[src/rtl/sp_ram_req_bridge.sv]
// Core data-port to single-port RAM bridge: range-checks each request, drives RAM strobes, returns one in-order response per grant.
// Latency: grant in cycle T -> response valid in T+1 when nothing is queued ahead; one transaction per cycle when r_ready=1.
// Backpressure: at most two responses outstanding (pending beat + 2-entry FIFO); gnt_o drops until a response is popped.
//
// Ports:
//   clk, rst_n                         clock, async active-low reset
//   req_i/gnt_o, addr_i, we_i, be_i,   request channel (grant is combinational)
//   wdata_i
//   r_valid_o/r_ready_i, r_rdata_o,    response channel; rdata is 0 for writes and errors
//   r_err_o
//   ram_en_o, ram_addr_o, ram_we_o,    RAM strobes (combinational from the request)
//   ram_be_o, ram_wdata_o, ram_rdata_i RAM read data arrives one cycle after ram_en_o
module sp_ram_req_bridge #(
  parameter int          ADDR_WIDTH = 12,
  parameter int          DATA_WIDTH = 32,
  parameter int          NUM_WORDS  = 4096,
  parameter logic [31:0] BASE_ADDR  = 32'h0010_0000
) (
  input  logic                    clk,
  input  logic                    rst_n,
  input  logic                    req_i,
  output logic                    gnt_o,
  input  logic [31:0]             addr_i,
  input  logic                    we_i,
  input  logic [DATA_WIDTH/8-1:0] be_i,
  input  logic [DATA_WIDTH-1:0]   wdata_i,
  output logic                    r_valid_o,
  input  logic                    r_ready_i,
  output logic [DATA_WIDTH-1:0]   r_rdata_o,
  output logic                    r_err_o,
  output logic                    ram_en_o,
  output logic [ADDR_WIDTH-1:0]   ram_addr_o,
  output logic                    ram_we_o,
  output logic [DATA_WIDTH/8-1:0] ram_be_o,
  output logic [DATA_WIDTH-1:0]   ram_wdata_o,
  input  logic [DATA_WIDTH-1:0]   ram_rdata_i
);

  localparam logic [32:0] WINDOW = 33'(NUM_WORDS);

  // ---------------- address decode ----------------
  logic [31:0] off;
  logic        oob;

  // Addresses below BASE_ADDR wrap to a huge offset and fall out of range.
  assign off = addr_i - BASE_ADDR;
  assign oob = ({1'b0, off} >= WINDOW);

  // ---------------- state ----------------
  logic                  pend_q;
  logic                  pend_we_q;
  logic                  pend_err_q;

  logic [DATA_WIDTH-1:0] fifo_rdata [2];
  logic                  fifo_err   [2];
  logic                  wr_ptr_q;
  logic                  rd_ptr_q;
  logic [1:0]            fifo_cnt_q;

  // ---------------- credit / grant ----------------
  logic [1:0] occ;
  logic       fifo_empty;
  logic       pop;
  logic       fifo_push;
  logic       fifo_pop;

  assign occ        = fifo_cnt_q + {1'b0, pend_q};
  assign fifo_empty = (fifo_cnt_q == 2'd0);
  assign pop        = r_valid_o & r_ready_i;

  // A pop in the same cycle frees a slot, so a full bridge can still accept.
  // rst_n gating keeps the grant low for the whole reset window.
  assign gnt_o = rst_n & req_i & ((occ < 2'd2) | pop);

  // ---------------- RAM drive ----------------
  assign ram_en_o    = gnt_o & ~oob;
  assign ram_addr_o  = off[ADDR_WIDTH-1:0];
  assign ram_we_o    = we_i;
  assign ram_be_o    = be_i;
  assign ram_wdata_o = wdata_i;

  // ---------------- pending beat ----------------
  logic [DATA_WIDTH-1:0] pend_rdata;

  assign pend_rdata = (pend_we_q | pend_err_q) ? '0 : ram_rdata_i;

  // The pending beat goes straight out when nothing is queued ahead; if the
  // consumer is not ready it is parked in the FIFO so ram_rdata_i (valid for
  // only one cycle) is captured and the outputs stay stable.
  assign fifo_push = pend_q & ~(fifo_empty & r_ready_i);
  assign fifo_pop  = ~fifo_empty & r_ready_i;

  always_comb begin
    r_valid_o = 1'b0;
    r_rdata_o = '0;
    r_err_o   = 1'b0;
    if (!fifo_empty) begin
      r_valid_o = 1'b1;
      r_rdata_o = fifo_rdata[rd_ptr_q];
      r_err_o   = fifo_err[rd_ptr_q];
    end else if (pend_q) begin
      r_valid_o = 1'b1;
      r_rdata_o = pend_rdata;
      r_err_o   = pend_err_q;
    end
  end

  always_ff @(posedge clk or negedge rst_n) begin
    if (!rst_n) begin
      pend_q     <= 1'b0;
      pend_we_q  <= 1'b0;
      pend_err_q <= 1'b0;
    end else begin
      pend_q <= gnt_o;
      if (gnt_o) begin
        pend_we_q  <= we_i;
        pend_err_q <= oob;
      end
    end
  end

  // ---------------- response FIFO ----------------
  always_ff @(posedge clk or negedge rst_n) begin
    if (!rst_n) begin
      wr_ptr_q   <= 1'b0;
      rd_ptr_q   <= 1'b0;
      fifo_cnt_q <= 2'd0;
    end else begin
      if (fifo_push) wr_ptr_q <= ~wr_ptr_q;
      if (fifo_pop)  rd_ptr_q <= ~rd_ptr_q;
      fifo_cnt_q <= fifo_cnt_q + {1'b0, fifo_push} - {1'b0, fifo_pop};
    end
  end

  // Storage needs no reset: entries are only read when fifo_cnt_q says valid.
  always_ff @(posedge clk) begin
    if (fifo_push) begin
      fifo_rdata[wr_ptr_q] <= pend_rdata;
      fifo_err[wr_ptr_q]   <= pend_err_q;
    end
  end

endmodule

[config.mk]
export PLATFORM = sky130hd
export DESIGN_NAME = sp_ram_req_bridge
export DESIGN_NICKNAME = d
export VERILOG_FILES = /design/src/rtl/sp_ram_req_bridge.sv
export SDC_FILE = /design/constraint.sdc
export NUM_CORES = 1
export LEC_CHECK = 0
export CORE_MARGIN = 1
export CORE_UTILIZATION = 43
export CTS_CLUSTER_DIAMETER = 30
export DETAILED_ROUTE_END_ITERATION = 16
export PLACE_DENSITY = 0.95
export SLEW_MARGIN = 40
export SYNTH_ARGS = -nofsm -noshare
export SYNTH_HDL_FRONTEND = slang
export SYNTH_SLANG_ARGS = --single-unit
[constraint.sdc]
create_clock -name clk -period 6.9 [get_ports clk]
set_input_delay 1.035 -clock clk [delete_from_list [all_inputs] [get_ports clk]]
set_output_delay 1.035 -clock clk [all_outputs]
set_load 0.05 [all_outputs]
==> run metrics <==
clk sinks 73; asr flop ratio synth 9.589%; design area 0.004569 mm^2; Via Count 2321; critical path class primary input to output pin; vias in the first global route 2341; Mapped Nets 405; count leader, synth edfxtp_1; CP Data Arrival Time 3.12 ns; Area after DPL 0.004308 mm^2; Seq cells post-synth 73; DR DRC count 0; # IOs 190; die span in y 93.67 um; layout net count 450; skew final 0.007139 ns; drt total wl 7015 um; worst-path maximum fanout 2; synth unique cells 27; CP endpoint kind output pin; Final min period 4.157 ns; Synth top cells by count edfxtp_1, buf_4, nand2_1; sequential share of the synthesized area 59.70%; RD Place Congestion 0.7334; clock latency on the worst-skew pair 0.34 ns; CORE AREA 0.008175 mm^2; final period utilization 60.24%; post-DR wirelength/cell 15.49 um; H-Tree Depth 3; Synth Instances 298; main flop type after synthesis edfxtp_1; CTS clock-pin slew for the worst setup and hold paths 0.07 ns; Peak Freq 240.6 MHz; initial core utilization 44.20%; setup TNS 0 ns; top post-synthesis cells by area edfxtp_1, buf_4, mux2i_1; run status finished, final reports clean; Die W 93.67 um; drt via density 5.124; Resize count post-CTS 0; Power Dens Cells 414.6 mW/mm^2; antenna cells 0; mapped cell area 0.003613 mm^2; count of final setup violators 0; Area Overhead vs Synth 26.45%; Worst-Margin Slew 0.7160 ns; Post-synth EDFFs 66; initial antenna violation count 0; Leakage 0.001840 uW; Slew Limit Fails 0; die area 0.008774 mm^2; All-Layer GR Usage 16.97%; CTS tree built; HP Class flop to flop; Final HPWL DP 4669 um; share of layout cells above drive strength 1 8.046%; Fin. Hold Viols 0; Mapped Avg Cell Area 12.13 um^2; RSZ-0062 raised after global routing no; worst vdd rail ir drop 0.2407 mV; CP required 5.86 ns; GRT overflow 0; TritonRoute pass-1 iters 4; global-route wire length before repair 11210 um; largest net degree at the start of global routing 38; row cnt 33; total CTS buffers 9; Finished Core Util 55.89%; startpoint types primary input; root buf cell clkbuf_8; hold_buf cts 0; Synth area leader edfxtp_1; ANT nets after route 0; Max-Cap Viols 0; Slew headroom 52.22%; Synth top area share 54.85%; drt initial violations 77; setup bufs post-CTS 0; number of port buffers 93; Synth Warn # 0; buffer depth of the longest clock path 2
metal layers:
metal | vias to the layer above | track usage [%] | routed length [um]
met3 | 24 | 4.288 | 400
met4 | 0 | 6.795 | 140
met5 | - | 0 | 0
met2 | 91 | 30.33 | 3685
met1 | 1114 | 19.33 | 2788
li1 | 1092 | - | -
through the flow:
step / std cells / worst slack (ns) / hold slack, ns / power (uW)
floorplan: 298 / 3.666 / 0.4591 / 1281
global placement: 435 / 2.448 / 0.4926 / 1480
detailed placement: 436 / 2.724 / 0.5082 / 1499
CTS: 452 / 2.415 / 0.5253 / 1900
global route: 453 / 2.614 / 0.5371 / 1973
finish: 453 / 2.743 / 0.5285 / 1894
cell usage in the layout, fill, tap and decap left out, drive strengths merged, types with 2 or more instances in the layout:
master / count
clkdlybuf4s50: 93
edfxtp: 66
nand2: 37
inv: 33
mux2i: 33
o22ai: 32
clkbuf: 9
dfrtp: 7
nor2: 5
nor4: 4
xnor2: 3
bufinv: 3
buf: 3
nand3: 2
ha: 2
clkinvlp: 2
clkinv: 2
path summary, 6_finish.rpt:
path	startpoint	to	slack [ns]	cells after the start
min in group asynchronous	rst_n	fifo_cnt_q[0]	0.99	1
worst max register to register	fifo_cnt_q[0]	fifo_cnt_q[1]	4.95	8
worst min-delay path	pend_we_q	pend_we_q	0.53	1
worst min register to register	pend_we_q	pend_we_q	0.53	1
worst max-delay path	addr_i[29]	ram_en_o	2.74	5
max in group asynchronous	rst_n	rd_ptr_q	5.59	1
worst max-delay path: stages:
cell and delay [ns]:
clkdlybuf4s50_1 0.41, nor4b_1 0.29, nand4_1 0.17, a2111oi_4 0.34, clkdlybuf4s50_1 0.87
registers in the layout, summed over array words and instances (netlist names):
| register | cells |
|---|---|
| pend_q | 1 |
| rd_ptr_q | 1 |
| fifo_err | 2 |
| fifo_cnt_q | 2 |
| pend_we_q | 1 |
| pend_err_q | 1 |
| wr_ptr_q | 1 |
| fifo_rdata | 64 |
final cells by class:
type                    count  area, um^2
clock inverters             7       118.9
fillers                   699        3606
repair buffers             96       980.9
well taps                 105       131.4
inverters                  33       123.9
multi-input cells         130       929.6
flip-flops and latches     73        2161
clock buffers               9       123.9
cell families (layout without fill, tap and decap cells):
family	after synthesis	count (layout)	share of synthesized area [%]
simple gates	55	55	6.995
fa+ha+maj	2	2	0.6924
mux	34	34	9.453
flops	73	73	59.70
xor+xnor	4	4	0.9697
buf+inv	95	145	15.20
compound gates	35	35	6.994
report_power, final:
| group | switching [uW] | internal [uW] | leakage, uW |
|---|---|---|---|
| Clock | 158 | 240 | 0.000115 |
| Combinational | 550 | 327 | 0.00103 |
| Sequential | 78.0 | 541 | 0.000693 |
| Total | 786 | 1110 | 0.00184 |
(Power assumes the default switching activity.)
